## src/rtl/uart_rx_pkg.sv

```systemverilog
// Shared types and constants for the oversampling UART receiver:
// FSM state encoding, legal prescale ratios, majority-vote offset.
package uart_rx_pkg;

  typedef enum logic [2:0] {
    IDLE,
    START,
    DATA,
    PARITY,
    STOP1,
    STOP2
  } rx_state_t;

  localparam int unsigned PRESCALE_8  = 8;
  localparam int unsigned PRESCALE_16 = 16;
  localparam int unsigned PRESCALE_32 = 32;

  // Samples are taken at mid-OFFSET, mid and mid+OFFSET of each bit.
  localparam int unsigned VOTE_OFFSET = 1;

  typedef struct packed {
    logic parity_enable;
    logic parity_type;
    logic two_stop;
  } frame_cfg_t;

  function automatic logic prescale_is_legal(input int unsigned p);
    return (p == PRESCALE_8) || (p == PRESCALE_16) || (p == PRESCALE_32);
  endfunction

endpackage

```

## src/rtl/uart_rx_sampler.sv

```systemverilog
// Bit timing for the UART receiver: edge/bit counters and the registered
// 3-sample majority vote taken around the middle of every bit.
module uart_rx_sampler
  import uart_rx_pkg::*;
#(
  parameter int PRESCALE_W = 6
) (
  input  logic                  clk,
  input  logic                  rst_n,
  input  logic                  rx,
  input  logic                  run,
  input  logic [PRESCALE_W-1:0] prescale,
  output logic [3:0]            bit_count,
  output logic                  bit_done,
  output logic                  decision,
  output logic                  decision_valid
);

  logic [PRESCALE_W-1:0] edge_count;
  logic [PRESCALE_W-1:0] mid;
  logic [PRESCALE_W-1:0] last;
  logic [1:0]            early;

  assign mid      = prescale >> 1;
  assign last     = prescale - PRESCALE_W'(1);
  assign bit_done = run && (edge_count == last);

  // NOTE: sequential state uses non-blocking assignments so every register
  // samples pre-edge values, independent of statement order.
  always_ff @(posedge clk or negedge rst_n) begin
    if (!rst_n) begin
      edge_count     <= '0;
      bit_count      <= '0;
      early          <= '0;
      decision       <= 1'b0;
      decision_valid <= 1'b0;
    end else if (!run) begin
      edge_count     <= '0;
      bit_count      <= '0;
      decision_valid <= 1'b0;
    end else begin
      decision_valid <= 1'b0;
      if (bit_done) begin
        edge_count <= '0;
        bit_count  <= bit_count + 4'd1;
      end else begin
        edge_count <= edge_count + PRESCALE_W'(1);
      end
      if (edge_count == mid - PRESCALE_W'(VOTE_OFFSET)) early[0] <= rx;
      if (edge_count == mid) early[1] <= rx;
      if (edge_count == mid + PRESCALE_W'(VOTE_OFFSET)) begin
        decision       <= (early[0] & early[1]) | (early[0] & rx) | (early[1] & rx);
        decision_valid <= 1'b1;
      end
    end
  end

endmodule

```

## src/rtl/uart_rx_cfg.sv

```systemverilog
// Configurable UART receiver: frame FSM, parity/stop checking and a
// handshaked holding register. Define UART_RX_BREAK_DETECT_EN to add break_detect.
module uart_rx_cfg
  import uart_rx_pkg::*;
#(
  parameter int DATA_WIDTH = 8,
  parameter int PRESCALE_W = 6
) (
  input  logic                  clk_based_on_prescale,
  input  logic                  asy_reset,
  input  logic                  RX_IN,
  input  logic [PRESCALE_W-1:0] prescale,
  input  logic                  parity_enable,
  input  logic                  parity_type,
  input  logic                  two_stop,
  input  logic                  data_ready,
  output logic [DATA_WIDTH-1:0] parallel_data,
  output logic                  data_valid,
  output logic                  parity_error,
  output logic                  framing_error,
`ifdef UART_RX_BREAK_DETECT_EN
  output logic                  break_detect,
`endif
  output logic                  overrun_error
);

  rx_state_t             state, state_next;
  logic                  line_wait, line_wait_next;
  frame_cfg_t            cfg;
  logic [PRESCALE_W-1:0] prescale_q;
  logic                  rx_q;
  logic [DATA_WIDTH-1:0] shreg;
  logic                  parity_bad;
  logic [3:0]            bit_count;
  logic                  bit_done, decision, decision_valid;
  logic                  start, shift_en, parity_check, stop_good, stop_bad;
  logic                  is_break, frame_ok, err_parity, err_frame;

  uart_rx_sampler #(.PRESCALE_W(PRESCALE_W)) u_sampler (
    .clk            (clk_based_on_prescale),
    .rst_n          (asy_reset),
    .rx             (RX_IN),
    .run            (state != IDLE),
    .prescale       (prescale_q),
    .bit_count      (bit_count),
    .bit_done       (bit_done),
    .decision       (decision),
    .decision_valid (decision_valid)
  );

  always_ff @(posedge clk_based_on_prescale or negedge asy_reset) begin
    if (!asy_reset) begin
      state     <= IDLE;
      line_wait <= 1'b0;
    end else begin
      state     <= state_next;
      line_wait <= line_wait_next;
    end
  end

  // NOTE: every always_comb output gets a default first, so no path can
  // leave a signal unassigned and infer a latch.
  always_comb begin
    state_next     = state;
    line_wait_next = line_wait;
    start          = 1'b0;
    shift_en       = 1'b0;
    parity_check   = 1'b0;
    stop_good      = 1'b0;
    stop_bad       = 1'b0;
    case (state)
      IDLE: begin
        // rx_q gates the start so a line held low through reset is ignored.
        if (rx_q && !RX_IN) begin
          state_next = START;
          start      = 1'b1;
        end
      end
      START: begin
        if (decision_valid && decision) state_next = IDLE;
        else if (bit_done)              state_next = DATA;
      end
      DATA: begin
        shift_en = decision_valid;
        if (bit_done && bit_count == 4'(DATA_WIDTH))
          state_next = cfg.parity_enable ? PARITY : STOP1;
      end
      PARITY: begin
        parity_check = decision_valid;
        if (bit_done) state_next = STOP1;
      end
      STOP1, STOP2: begin
        if (line_wait) begin
          if (RX_IN) begin
            state_next     = IDLE;
            line_wait_next = 1'b0;
          end
        end else if (decision_valid) begin
          if (!decision) begin
            stop_bad       = 1'b1;
            line_wait_next = 1'b1;
          end else if (state == STOP2 || !cfg.two_stop) begin
            stop_good  = 1'b1;
            state_next = IDLE;
          end
        end else if (bit_done && state == STOP1 && cfg.two_stop) begin
          state_next = STOP2;
        end
      end
      default: state_next = IDLE;
    endcase
  end

`ifdef UART_RX_BREAK_DETECT_EN
  logic all_zero;
  assign is_break = stop_bad && (state == STOP1) && all_zero;
`else
  assign is_break = 1'b0;
`endif

  assign frame_ok   = stop_good && !parity_bad;
  assign err_parity = (stop_good || stop_bad) && parity_bad && !is_break;
  assign err_frame  = stop_bad && !parity_bad && !is_break;

  always_ff @(posedge clk_based_on_prescale or negedge asy_reset) begin
    if (!asy_reset) begin
      cfg           <= '0;
      prescale_q    <= '0;
      rx_q          <= 1'b0;
      shreg         <= '0;
      parity_bad    <= 1'b0;
      parallel_data <= '0;
      data_valid    <= 1'b0;
      parity_error  <= 1'b0;
      framing_error <= 1'b0;
      overrun_error <= 1'b0;
`ifdef UART_RX_BREAK_DETECT_EN
      all_zero      <= 1'b0;
      break_detect  <= 1'b0;
`endif
    end else begin
      rx_q          <= RX_IN;
      parity_error  <= err_parity;
      framing_error <= err_frame;
      overrun_error <= frame_ok && data_valid && !data_ready;
`ifdef UART_RX_BREAK_DETECT_EN
      break_detect  <= is_break;
      if (start)                   all_zero <= 1'b1;
      if (shift_en || parity_check) all_zero <= all_zero & ~decision;
`endif
      if (start) begin
        cfg        <= '{parity_enable: parity_enable, parity_type: parity_type, two_stop: two_stop};
        prescale_q <= prescale_is_legal(32'(prescale)) ? prescale : PRESCALE_W'(PRESCALE_16);
        parity_bad <= 1'b0;
      end
      if (shift_en) shreg <= {decision, shreg[DATA_WIDTH-1:1]};
      // Expected parity bit is the data XOR, inverted for odd parity.
      if (parity_check) parity_bad <= decision ^ (^shreg) ^ cfg.parity_type;
      if (frame_ok && (!data_valid || data_ready)) begin
        parallel_data <= shreg;
        data_valid    <= 1'b1;
      end else if (data_valid && data_ready) begin
        data_valid <= 1'b0;
      end
    end
  end

endmodule
```

## config.mk

```make
export PLATFORM = sky130hd
export DESIGN_NAME = uart_rx_cfg
export DESIGN_NICKNAME = d
export VERILOG_FILES = /design/src/rtl/uart_rx_pkg.sv /design/src/rtl/uart_rx_sampler.sv /design/src/rtl/uart_rx_cfg.sv
export SDC_FILE = /design/constraint.sdc
export NUM_CORES = 1
export LEC_CHECK = 0
export BUFFER_PORTS_ARGS = -buffer_cell sky130_fd_sc_hd__buf_2
export CORE_MARGIN = 10
export CORE_UTILIZATION = 44
export CTS_CLUSTER_DIAMETER = 80
export CTS_CLUSTER_SIZE = 30
export DETAILED_ROUTE_END_ITERATION = 8
export GPL_ROUTABILITY_DRIVEN = 0
export SLEW_MARGIN = 20
export SYNTH_ARGS = -nofsm -noshare
export SYNTH_HDL_FRONTEND = slang
export SYNTH_HIERARCHICAL = 1
export SYNTH_SLANG_ARGS = --single-unit
```

## constraint.sdc

```tcl
create_clock -name clk_based_on_prescale -period 2.3 [get_ports clk_based_on_prescale]
set_input_delay 0.46 -clock clk_based_on_prescale [delete_from_list [all_inputs] [get_ports clk_based_on_prescale]]
set_output_delay 0.46 -clock clk_based_on_prescale [all_outputs]
set_load 0.05 [all_outputs]
```

Yosys cells after proc, flatten, opt, wreduce, memory -nomap -nowiden
Cells that the tools add are included.
{"block": "classes", "addsub": 5, "n_eq_ne": 22, "n_mux": 39, "n_bitwise": 7, "reduce_logical": 33}
{"operator": "$mux W3", "count": 12}
{"operator": "$mux W1", "count": 21}
{"operator": "$eq A6 B6 Y1", "count": 3}
{"operator": "$mux W6", "count": 3}
{"operator": "$pmux W3 S5", "count": 1}
{"operator": "$logic_and A1 B1 Y1", "count": 13}
{"operator": "$mux W4", "count": 2}
{"operator": "$ne A2 B2 Y1 const B", "count": 4}
{"operator": "$ne A4 B3 Y1 const B", "count": 2}
{"operator": "$reduce_and A8 Y1", "count": 1}
{"operator": "$reduce_xor A8 Y1", "count": 1}
{"operator": "$add A5 B1 Y6 const B", "count": 1}
{"operator": "$add A6 B1 Y6 const B", "count": 1}
{"operator": "$eq A3 B2 Y1 const B", "count": 2}
{"operator": "$eq A3 B3 Y1 const B", "count": 2}
{"operator": "$eq A6 B4 Y1 const B", "count": 1}
{"operator": "$eq A6 B5 Y1", "count": 1}
{"operator": "$eq A6 B5 Y1 const B", "count": 1}
{"operator": "$eq A6 B6 Y1 const B", "count": 1}
{"operator": "$ne A3 B3 Y1 const B", "count": 2}
{"operator": "$reduce_and A2 Y1", "count": 3}
{"operator": "$sub A5 B1 Y6 const B", "count": 1}
{"operator": "$sub A6 B1 Y6 const B", "count": 1}
{"operator": "$logic_not A1 Y1", "count": 5}
{"operator": "other kinds (12)", "count": 21}
{"block": "word_totals", "ff_bits": 49, "inputBits": 13, "output_inout_bits": 12, "elab_cells": 126}

Longest topological paths before layout
Gate-level depths: netlist (run 1).
{"block": "depth", "word_depth": 10, "depth_mapped": 11, "ltp_nobuf": 11}

Cells and area by module
Netlist (run 1), hierarchy kept.
{"mod": "uart_rx_cfg", "n_inst": 1, "cells_per_inst": 133, "area_per_inst_um2": 1655.3, "seq_area_each_um2": 875.8}
{"mod": "uart_rx_sampler", "n_inst": 1, "cells_per_inst": 118, "area_per_inst_um2": 1088.5, "seq_area_each_um2": 350.3}

Least setup slack after synthesis (run 1)
OpenSTA, ideal clock, no wires.
{"block": "synth_timing", "kind": "flip-flop to flip-flop", "start": "reg prescale_q[1]", "end": "reg state[0]", "setup_ns": 0.095, "t_arrival_ns": 2.402, "t_required_ns": 2.205, "slack_ns": -0.197, "stages_incl_launch_ff": 12, "path_buffers": 0, "period_less_slack_ns": 2.497, "cell_sequence": "dfrtp_1 -> inv_1 -> ha_1 -> a21boi_1 -> and3_1 -> o2111ai_1 -> nor2_1 -> and2_1 -> nor4bb_1 -> a31oi_1 -> o21a_1 -> o31ai_1"}
{"block": "synth_via", "elab_chain_len": 7, "word_cells_on_any_way": 11, "classes_between": "1 x add/sub; 5 x eq/ne; 5 x reduce/logical"}
{"element": "from (decl)", "line": "uart_rx_cfg.sv:30", "source": "logic [PRESCALE_W-1:0] prescale_q;"}
{"element": "from (signal assigned)", "line": "uart_rx_cfg.sv:153", "source": "prescale_q <= prescale_is_legal(32'(prescale)) ? prescale : PRESCALE_W'(PRESCALE_16);"}
{"element": "$sub A6 B1 Y6 *", "line": "uart_rx_sampler.sv:25", "source": "assign last = prescale - PRESCALE_W'(1);"}
{"element": "$eq A6 B6 Y1 *", "line": "uart_rx_sampler.sv:26", "source": "assign bit_done = run && (edge_count == last);"}
{"element": "$logic_and A1 B1 Y1 *", "line": "uart_rx_sampler.sv:26"}
{"element": "named net bit_done", "line": "uart_rx_cfg.sv:35", "source": "logic bit_done, decision, decision_valid;"}
{"element": "$logic_and A1 B1 Y1 (2 in series)", "line": "uart_rx_cfg.sv:106", "source": "end else if (bit_done && state == STOP1 && cfg.two_stop) begin"}
{"element": "$ne A4 B3 Y1 (no line)"}
{"element": "$reduce_and A8 Y1 (no line) *"}
{"element": "to (signal assigned)", "line": "uart_rx_cfg.sv:56", "source": "state <= state_next;"}
{"element": "to (decl)", "line": "uart_rx_cfg.sv:27", "source": "rx_state_t state, state_next;"}
Mark *: on every way through the listed nets, which the timed path passes. The rest lies on a longest branch.
A chain may end at the register's enable or synchronous reset.

Worst setup path after layout (run 1)
{"block": "layout_timing", "start": "reg prescale_q[2]", "end": "reg state[0]"}
The elaborated chain is that of the path after synthesis.

==> results of run 1 <==
flip-flops by register name, summed over array words and instances, names as in the netlist, 2 cells and up:
name and flops:
state 3, u_sampler/bit_count 4, cfg 3, u_sampler/edge_count 6, u_sampler/early 2, shreg 8
prescale_q 6, parallel_data 8
cells in the final DEF (no fill, tap or decap), types with 8 or more instances in the layout:
| master | n |
|---|---|
| nand2_1 | 15 |
| buf_4 | 15 |
| buf_2 | 24 |
| nand3_1 | 10 |
| nor2_1 | 14 |
| inv_1 | 8 |
| mux2_2 | 19 |
| xor2_1 | 11 |
| xnor2_1 | 18 |
| dfrtp_1 | 47 |
worst min-delay path by stage:
stage                     slack [ns]                              to  depth (start not counted)                      startpoint
after detailed placement        0.48  u_sampler/early[0]$_DFFE_PN0P_                          1  u_sampler/early[0]$_DFFE_PN0P_
after CTS                       0.27            state[0]$_DFFE_PN0P_                          2                       asy_reset
final                           0.25            state[0]$_DFFE_PN0P_                          2                       asy_reset
after global routing            0.28            state[0]$_DFFE_PN0P_                          2                       asy_reset
after global placement          0.48  u_sampler/early[1]$_DFFE_PN0P_                          1  u_sampler/early[1]$_DFFE_PN0P_
after floorplan                 0.16              cfg[0]$_DFFE_PN0P_                          0                       asy_reset
per-stage QoR:
step / setup TNS [ns] / hold WS, ns / instances / utilization
2_1_floorplan: 0 / 0.164 / 251 / -
3_3_place_gp: 0 / 0.484 / 351 / 0.505
3_5_place_dp: -0.00783 / 0.484 / 351 / 0.505
4_1_cts: 0 / 0.265 / 359 / 0.524
5_1_grt: -0.0923 / 0.279 / 361 / 0.533
6_report: 0 / 0.248 / 361 / 0.533
cell type report:
type / instances / area [um^2]
clock buffers: 5 / 68.8
clock inverters: 3 / 46.3
fillers: 540 / 2800
inverters: 10 / 37.5
multi-input cells: 180 / 1490
flip-flops and latches: 49 / 1230
well taps: 75 / 93.8
repair buffers: 39 / 233
power by group through the flow:
| stage | Combinational (mW) | Sequential, mW | Clock [mW] |
|---|---|---|---|
| 6_report | 0.810 | 1.15 | 0.635 |
| 5_1_grt | 0.899 | 1.18 | 0.691 |
| 4_1_cts | 0.781 | 1.15 | 0.656 |
| 3_5_place_dp | 0.781 | 1.16 | 0 |
| 3_3_place_gp | 0.779 | 1.16 | 0 |
| 2_1_floorplan | 0.689 | 1.06 | 0 |
cell usage after synthesis (4+ instances only):
cell type and number:
dfrtp_1 49, mux2_2 19, xnor2_1 18, nand2_1 15, nor2_1 15, xor2_1 11, inv_1 10, nand3_1 10
buf_2 8, nand2b_1 7, and2_1 6, ha_1 6, a21oi_1 5, o21ai_0 5, a31oi_1 4, nor2b_1 4
what timing repair did:
action	4_1_cts	5_1_grt
hold endpoints to repair	0	0
buffers inserted	0	2
gates resized for setup	0	8
endpoints found under the setup margin	0	3
worst register-to-register path, stage by stage, from the launching register on:
cell       delay (ns)
dfrtp_2          0.44
inv_2            0.08
ha_4             0.14
a21boi_4         0.19
and3_4           0.21
o2111ai_4        0.13
nor2_2           0.14
and2_4           0.17
nor4bb_2         0.23
a31oi_1          0.07
o21a_1           0.21
o31ai_2          0.17
metal layers:
metal / up-vias / global-route usage
met5: - / 0
met4: 0 / 0.0364
met3: 2 / 0.0363
met2: 40 / 0.171
met1: 939 / 0.145
li1: 954 / -
kinds of logic after synthesis:
group	after synthesis	share of synthesized area
flip-flops	49	0.447
AND/OR/NAND/NOR	81	0.178
XOR/XNOR	30	0.101
AO/OA/AOI/OAI	37	0.103
adder cells (fa/ha/maj)	7	0.0310
multiplexers	25	0.101
buffers and inverters	22	0.0392
==> results.py, run 1 <==
metrics = {
    "status": {
        "status": "completed",
    },
    "yosys": {
        "yosys.area.top_type": "dfrtp_1",
        "seq_area_frac_synth": 0.447,
        "async_flop_share": 1.00,
        "netlist_instances": 251,
        "syn_area_per_cell_um2": 10.9,
        "postSynthNetCount": 270,
        "yosys_warnings": 6,
        "ys_ff_latch": 49,
        "synthesis.area_mm2": 0.00274,
        "synthDistinctLibCells": 56,
        "synth_edf_count": 0,
        "synth-main-ff-cell": "dfrtp_1",
        "synth_area_leaders": "dfrtp_1 45%, mux2_2 7.8%, xnor2_1 5.7%, xor2_1 3.5%, ha_1 2.7%",
        "synth_top_area_frac": 0.447,
    },
    "setup_path": {
        "crit_chain": "inv_2 -> ha_4 -> a21boi_4 -> and3_4 -> o2111ai_4 -> nor2_2 -> and2_4 -> nor4bb_2 -> a31oi_1 -> o21a_1 -> o31ai_2",
        "cp_slowest_cell": "dfrtp_2",
        "required_ns": 2.52,
        "cp-start-kind": "flop",
        "reg2reg_depth": 11,
        "crit_end": "state[0]$_DFFE_PN0P_",
        "arrival_ns": 2.49,
        "cpLargestDelayFamily": "compound AO/OA/AOI/OAI gates",
        "max_stage_delay_ns": 0.44,
        "startpoint": "prescale_q[2]$_DFFE_PN0P_",
        "critPathMaxFanout": 5,
        "end_kind": "flop",
        "path_depth": 11,
        "rrSetupSlack_ns": 0.03,
        "path_buf_inv": 1,
        "rr_startpoint": "prescale_q[2]$_DFFE_PN0P_",
        "critPathKind": "reg2reg",
        "r2r_end": "state[0]$_DFFE_PN0P_",
    },
    "place": {
        "place_ws_ns": -0.00783,
        "dpl_cell_area_mm2": 0.00302,
        "io_buffers": 24,
        "post-dp-hpwl_um": 3910,
    },
    "route": {
        "drt-total-wl_um": 5490,
        "drt_pass1_iterations": 4,
        "wl_met2_um": 2600,
        "ant_nets": 0,
        "drt-initial-drc-count": 81,
        "wl_met1_um": 2590,
        "vias": 1935,
        "via_per_inst": 5.36,
        "highest_layer": "met4",
        "wl_per_cell_um": 15.2,
        "route.met3.wl_um": 266,
        "remaining_drc_errors": 0,
    },
    "die": {
        "dieHeight_um": 99.0,
        "die_area_mm2": 0.00980,
        "fp.dieW_um": 99.0,
        "rows": 28,
        "start_util": 0.458,
        "core_area_mm2": 0.00599,
        "io_pins": 25,
    },
    "global_routing": {
        "overflow": 0,
        "grt_pass1_wl_um": 9210,
        "grt_pass1_vias": 1905,
        "track_usage": 0.112,
        "antenna_found_initial": 0,
        "grt_start_max_net_pins": 50,
    },
    "cts": {
        "cts_sinks": 49,
        "path_clk_slew_ns": 0.10,
        "h-tree-depth": 2,
        "tritoncts": "yes",
        "cts-root-buf": "clkbuf_8",
        "holdBufCountCts": 0,
        "cts_buffers": 5,
        "clock_path_buffers": 2,
        "clk_latency_ns": 0.30,
    },
    "cells_and_area": {
        "layout-drive-gt1-share": 0.315,
        "area_delta_synth_final_pct": 16.5,
        "n_antenna_cell": 0,
        "final_nets": 304,
        "fin_area_mm2": 0.00320,
    },
    "pwr": {
        "seqPwrFrac": 0.443,
        "comb_power_share": 0.313,
        "p_per_area_mw_per_mm2": 811,
        "p_leak_nw": 1.45,
        "pwr-share-clk": 0.245,
        "p_sw_mw": 0.908,
        "finalPower_mw": 2.59,
        "p_int_mw": 1.68,
        "p_sw_frac": 0.350,
        "ir_drop_v": 0.000417,
    },
    "worst_hold_path": {
        "hp-class": "in2async",
    },
    "sta": {
        "setup_viol": 0,
        "worstMarginPinSlew_ns": 0.622,
        "slew-limit-headroom": 0.585,
        "slew_violations": 0,
        "finalCritPeriodShare": 0.986,
        "rsz0062_at_grt": "true",
        "finalHoldViolations": 0,
        "setup_ws_ns": 0.0321,
        "fmax_ghz": 0.441,
        "fin_skew_ns": 0.00735,
        "finalCriticalPeriod_ns": 2.27,
    },
    "flow_run": {
        "max-cap-violations": 0,
    },
}
Note: power is estimated with default switching activity, not from simulation.
==> run 2: changes to the inputs <==
==> constraint.sdc (replaced) <==
create_clock -name clk_based_on_prescale -period 2.9 [get_ports clk_based_on_prescale]
set_input_delay 0.58 -clock clk_based_on_prescale [delete_from_list [all_inputs] [get_ports clk_based_on_prescale]]
set_output_delay 0.58 -clock clk_based_on_prescale [all_outputs]
set_load 0.05 [all_outputs]
==> results.py, run 2 (same netlist as run 1, synthesis figures left out) <==
metrics = {
    "setup_path": {
        "max_stage_delay_ns": 0.48,
        "critPathKind": "reg2reg",
        "required_ns": 3.12,
        "arrival_ns": 2.85,
        "cp_slowest_cell": "dfrtp_1",
        "cp-start-kind": "flop",
        "rrSetupSlack_ns": 0.27,
        "end_kind": "flop",
        "crit_chain": "inv_1 -> ha_1 -> a21boi_2 -> and3_1 -> o2111ai_1 -> nor2_1 -> and2_1 -> nor4bb_1 -> a31oi_1 -> o21a_1 -> o31ai_1",
        "critPathMaxFanout": 9,
    },
    "cts": {
        "cts_sinks": 49,
        "tritoncts": "yes",
        "clk_latency_ns": 0.30,
        "cts_buffers": 5,
        "clock_path_buffers": 2,
        "path_clk_slew_ns": 0.09,
        "h-tree-depth": 2,
        "cts-root-buf": "clkbuf_8",
    },
    "sta": {
        "slew-limit-headroom": 0.684,
        "finalCriticalPeriod_ns": 2.63,
        "holdWs_ns": 0.194,
        "finalCritPeriodShare": 0.908,
        "setup_viol": 0,
        "fin_skew_ns": 0.00489,
        "fmax_ghz": 0.380,
        "finalHoldViolations": 0,
        "worstMarginPinSlew_ns": 0.471,
        "slew_violations": 0,
    },
    "global_routing": {
        "grt.busiest_layer": "met2",
        "overflow": 0,
        "met3_usage": 0.0279,
        "track_usage": 0.111,
        "grt_pass1_wl_um": 9210,
        "use_met1": 0.138,
        "grt_start_max_net_pins": 19,
        "grt_pass1_vias": 1915,
        "grtUsageMet2": 0.183,
        "antenna_found_initial": 0,
    },
    "pwr": {
        "p_leak_nw": 1.39,
        "p_int_mw": 1.38,
        "seqPwrFrac": 0.448,
        "comb_power_share": 0.272,
        "p_per_area_mw_per_mm2": 675,
        "ir_drop_v": 0.000335,
        "p_sw_frac": 0.331,
        "pwr-share-clk": 0.280,
        "finalPower_mw": 2.06,
        "p_sw_mw": 0.683,
    },
    "route": {
        "wl_per_cell_um": 14.9,
        "remaining_drc_errors": 0,
        "via_per_inst": 5.45,
        "vias": 1909,
        "drt_pass1_iterations": 4,
        "drt-initial-drc-count": 71,
        "ant_nets": 0,
        "drt-total-wl_um": 5200,
    },
    "place": {
        "dp.cells": 342,
        "post-dp-hpwl_um": 3890,
        "io_buffers": 24,
        "dpl_cell_area_mm2": 0.00292,
    },
    "die": {
        "die_area_mm2": 0.00980,
        "fp.dieW_um": 99.0,
        "start_util": 0.458,
        "dieHeight_um": 99.0,
        "rows": 28,
        "io_pins": 25,
        "core_area_mm2": 0.00599,
    },
    "cells_and_area": {
        "layout-drive-gt1-share": 0.236,
        "fin_area_mm2": 0.00306,
        "area_delta_synth_final_pct": 11.4,
        "fin_util": 0.510,
        "final_nets": 293,
        "top_regs": "parallel_data x8, shreg x8",
        "final_cell_count_no_fill": 350,
        "n_antenna_cell": 0,
        "layout_common_cells": "49 x dfrtp_1, 24 x buf_2, 19 x mux2_2",
        "fillers": 528,
        "final_common_cell": "dfrtp_1",
    },
    "worst_hold_path": {
        "hp-class": "in2async",
    },
    "flow_run": {
        "max-cap-violations": 0,
    },
    "status": {
        "status": "completed",
    },
}
==> run 2: cell count changes in the layout (fill, tap and decap cells not counted), sizes merged <==
cell | before | now
clkinvlp | 1 | 0
buf | 39 | 28
bufinv | 1 | 2
==> run 2: power by group through the flow <==
stage | combinational (mW) | sequential [mW] | clock [mW]
2_1_floorplan | 0.540 | 0.838 | 0
3_3_place_gp | 0.557 | 0.940 | 0
3_5_place_dp | 0.564 | 0.938 | 0
4_1_cts | 0.569 | 0.923 | 0.595
5_1_grt | 0.650 | 0.947 | 0.617
6_report | 0.561 | 0.925 | 0.578
==> run 2: repair_timing <==
item | CTS | global route
hold buffers | 0 | 0
hold endpoints to repair | 0 | 0
setup endpoints to repair | 0 | 1
resized for setup | 0 | 1
setup buffers | 0 | 0
==> run 2: per-stage QoR <==
stage               worst slack, ns  setup TNS (ns)
global route               -0.00367        -0.00367
CTS                           0.207               0
global placement              0.333               0
finish                        0.267               0
floorplan                     0.403               0
detailed placement            0.234               0
==> run 2: critical path: cells and delay by family (launching register included) <==
kind | cells | cell delay (ns)
AND/OR/NAND/NOR | 4 | 0.84
AO/OA/AOI/OAI | 5 | 0.92
buffers and inverters | 1 | 0.11
adder cells (fa/ha/maj) | 1 | 0.21
flip-flops | 1 | 0.48
==> run 2: path summary, 6_finish.rpt <==
kind                                                            to  depth (start not counted)                           start
max reg2reg                                   state[0]$_DFFE_PN0P_                         11       prescale_q[2]$_DFFE_PN0P_
min reg2reg                         u_sampler/early[1]$_DFFE_PN0P_                          1  u_sampler/early[1]$_DFFE_PN0P_
max                                           state[0]$_DFFE_PN0P_                         11       prescale_q[2]$_DFFE_PN0P_
min in group clk_based_on_prescale                  rx_q$_DFF_PN0_                          1                           RX_IN
max in group asynchronous                     shreg[2]$_DFFE_PN0P_                          2                       asy_reset
min                                                 rx_q$_DFF_PN0_                          1                       asy_reset
==> run 2: final cells by class <==
type	instances	area (um^2)	area share
multi-input cells	180	1410	0.463
flip-flops and latches	49	1230	0.401
repair buffers	28	150	0.0491
well taps	75	93.8	0.0307
clock buffers	5	68.8	0.0225
clock inverters	3	65.1	0.0213
inverters	10	37.5	0.0123
==> run 2: layer usage <==
metal	up-vias	wire, um
li1	933	-
met5	-	0
met1	936	2360
met2	33	2510
met4	0	76
met3	7	250
==> run 3: changes to the inputs <==
--- a/config.mk
+++ b/config.mk
@@ -6,6 +6,7 @@
 export NUM_CORES = 1
 export LEC_CHECK = 0
 export BUFFER_PORTS_ARGS = -buffer_cell sky130_fd_sc_hd__buf_2
+export CORE_ASPECT_RATIO = 1.1
 export CORE_MARGIN = 10
 export CORE_UTILIZATION = 44
 export CTS_CLUSTER_DIAMETER = 80
==> results.py, run 3 (same netlist as run 1, synthesis figures left out) <==
metrics = {
    "status": {
        "status": "completed",
    },
    "sta": {
        "finalCritPeriodShare": 0.902,
        "setup_tns_ns": 0,
        "finalCriticalPeriod_ns": 2.62,
        "worstMarginPinSlew_ns": 0.501,
        "holdWs_ns": 0.251,
        "slew-limit-headroom": 0.664,
        "fin_skew_ns": 0.00730,
        "setup_viol": 0,
        "fmax_ghz": 0.382,
        "slew_violations": 0,
        "finalHoldViolations": 0,
    },
    "cells_and_area": {
        "final_cell_count_no_fill": 355,
        "multi_input_area_mm2": 0.00142,
        "layout-drive-gt1-share": 0.247,
        "fin_area_mm2": 0.00303,
        "final_common_cell": "dfrtp_1",
        "top_regs": "parallel_data x8, shreg x8",
        "regArea_mm2": 0.00123,
        "fillers": 577,
        "area_delta_synth_final_pct": 10.4,
        "final_nets": 293,
        "n_antenna_cell": 0,
        "layout_common_cells": "48 x dfrtp_1, 24 x buf_2, 19 x mux2_2",
    },
    "route": {
        "remaining_drc_errors": 0,
        "drt_pass1_iterations": 4,
        "vias": 1915,
        "drt-initial-drc-count": 95,
        "via_per_inst": 5.39,
        "drt-total-wl_um": 5220,
        "ant_nets": 0,
        "wl_per_cell_um": 14.7,
    },
    "pwr": {
        "ir_drop_v": 0.000270,
        "p_sw_frac": 0.366,
        "p_int_mw": 1.22,
        "pwr-share-clk": 0.219,
        "p_leak_nw": 1.37,
        "comb_power_share": 0.294,
        "p_per_area_mw_per_mm2": 632,
        "p_sw_mw": 0.700,
        "seqPwrFrac": 0.487,
    },
    "global_routing": {
        "overflow": 0,
        "grt_pass1_vias": 1977,
        "antenna_found_initial": 0,
        "track_usage": 0.117,
        "grt_start_max_net_pins": 29,
        "grt_pass1_wl_um": 9230,
    },
    "setup_path": {
        "required_ns": 3.11,
        "startpoint": "prescale_q[1]$_DFFE_PN0P_",
        "critPathMaxFanout": 7,
        "cp-start-kind": "flop",
        "rr_startpoint": "prescale_q[1]$_DFFE_PN0P_",
        "arrival_ns": 2.82,
        "critPathKind": "reg2reg",
        "end_kind": "flop",
    },
    "cts": {
        "h-tree-depth": 2,
        "clock_path_buffers": 2,
        "tritoncts": "yes",
        "cts_sinks": 49,
        "path_clk_slew_ns": 0.09,
        "post_cts_buffers": 0,
        "cts-root-buf": "clkbuf_8",
        "clk_latency_ns": 0.31,
        "cts_buffers": 5,
    },
    "die": {
        "die_area_mm2": 0.00980,
        "core_area_mm2": 0.00612,
        "rows": 30,
        "fp.dieW_um": 95.3,
        "dieHeight_um": 103,
        "io_pins": 25,
        "start_util": 0.448,
    },
    "place": {
        "dp.cells": 347,
        "io_buffers": 24,
        "post-dp-hpwl_um": 3870,
        "dpl_cell_area_mm2": 0.00292,
    },
    "flow_run": {
        "max-cap-violations": 0,
    },
    "worst_hold_path": {
        "hp-class": "in2async",
    },
}
[run 3: cell count changes in the layout (fill, tap and decap cells not counted), sizes merged]
cell	before	now
clkinvlp	0	1
bufinv	2	0
inv	10	12
clkinv	1	0
[run 3: layout make-up]
cell class,count,share of cell area
flip-flops and latches,49,0.405
repair buffers,28,0.0495
inverters,10,0.0124
multi-input cells,180,0.469
clock inverters,3,0.00826
well taps,80,0.0330
clock buffers,5,0.0227
[run 3: metal layers]
| layer | GRT usage | share of wire | wire length (um) |
|---|---|---|---|
| met2 | 0.190 | 0.49 | 2550 |
| met3 | 0.0335 | 0.056 | 292 |
| met1 | 0.145 | 0.44 | 2310 |
| met5 | 0 | 0 | 0 |
| met4 | 0.0415 | 0.012 | 63 |
[run 3: power by group through the flow]
stage / registers (mW) / logic (mW) / clock network [mW]
5_1_grt: 0.953 / 0.637 / 0.475
3_5_place_dp: 0.942 / 0.567 / 0
3_3_place_gp: 0.939 / 0.556 / 0
4_1_cts: 0.930 / 0.567 / 0.442
2_1_floorplan: 0.838 / 0.540 / 0
6_report: 0.933 / 0.563 / 0.421
[run 3: worst paths after layout]
kind	end	slack (ns)	cells after the start
max	state[0]$_DFFE_PN0P_	0.28	11
min	state[0]$_DFFE_PN0P_	0.25	2
max reg2reg	state[0]$_DFFE_PN0P_	0.28	11
min reg2reg	u_sampler/early[1]$_DFFE_PN0P_	0.50	1
max in group asynchronous	shreg[1]$_DFFE_PN0P_	2.35	2
min in group clk_based_on_prescale	rx_q$_DFF_PN0_	0.47	1
[run 3: what timing repair did]
action                                  in CTS  in global routing
gates resized for setup                      0                  4
hold buffers                                 0                  0
endpoints found under the setup margin       0                  1
endpoints found under the hold margin        0                  0
[run 3: metrics by stage]
step	util	power [mW]	setup WS, ns
2_1_floorplan	-	1.38	0.403
3_3_place_gp	0.478	1.50	0.348
3_5_place_dp	0.478	1.51	0.165
4_1_cts	0.493	1.94	0.155
5_1_grt	0.495	2.07	-0.0185
6_report	0.495	1.92	0.284
[run 3: worst max-delay path, cell delays in order (launching register included)]
cell and delay, ns:
dfrtp_1 0.46, inv_1 0.14, ha_1 0.21, a21boi_2 0.23
and3_1 0.18, o2111ai_1 0.20, nor2_1 0.18, and2_2 0.22
nor4bb_2 0.21, a31oi_1 0.07, o21a_1 0.19, o31ai_1 0.25
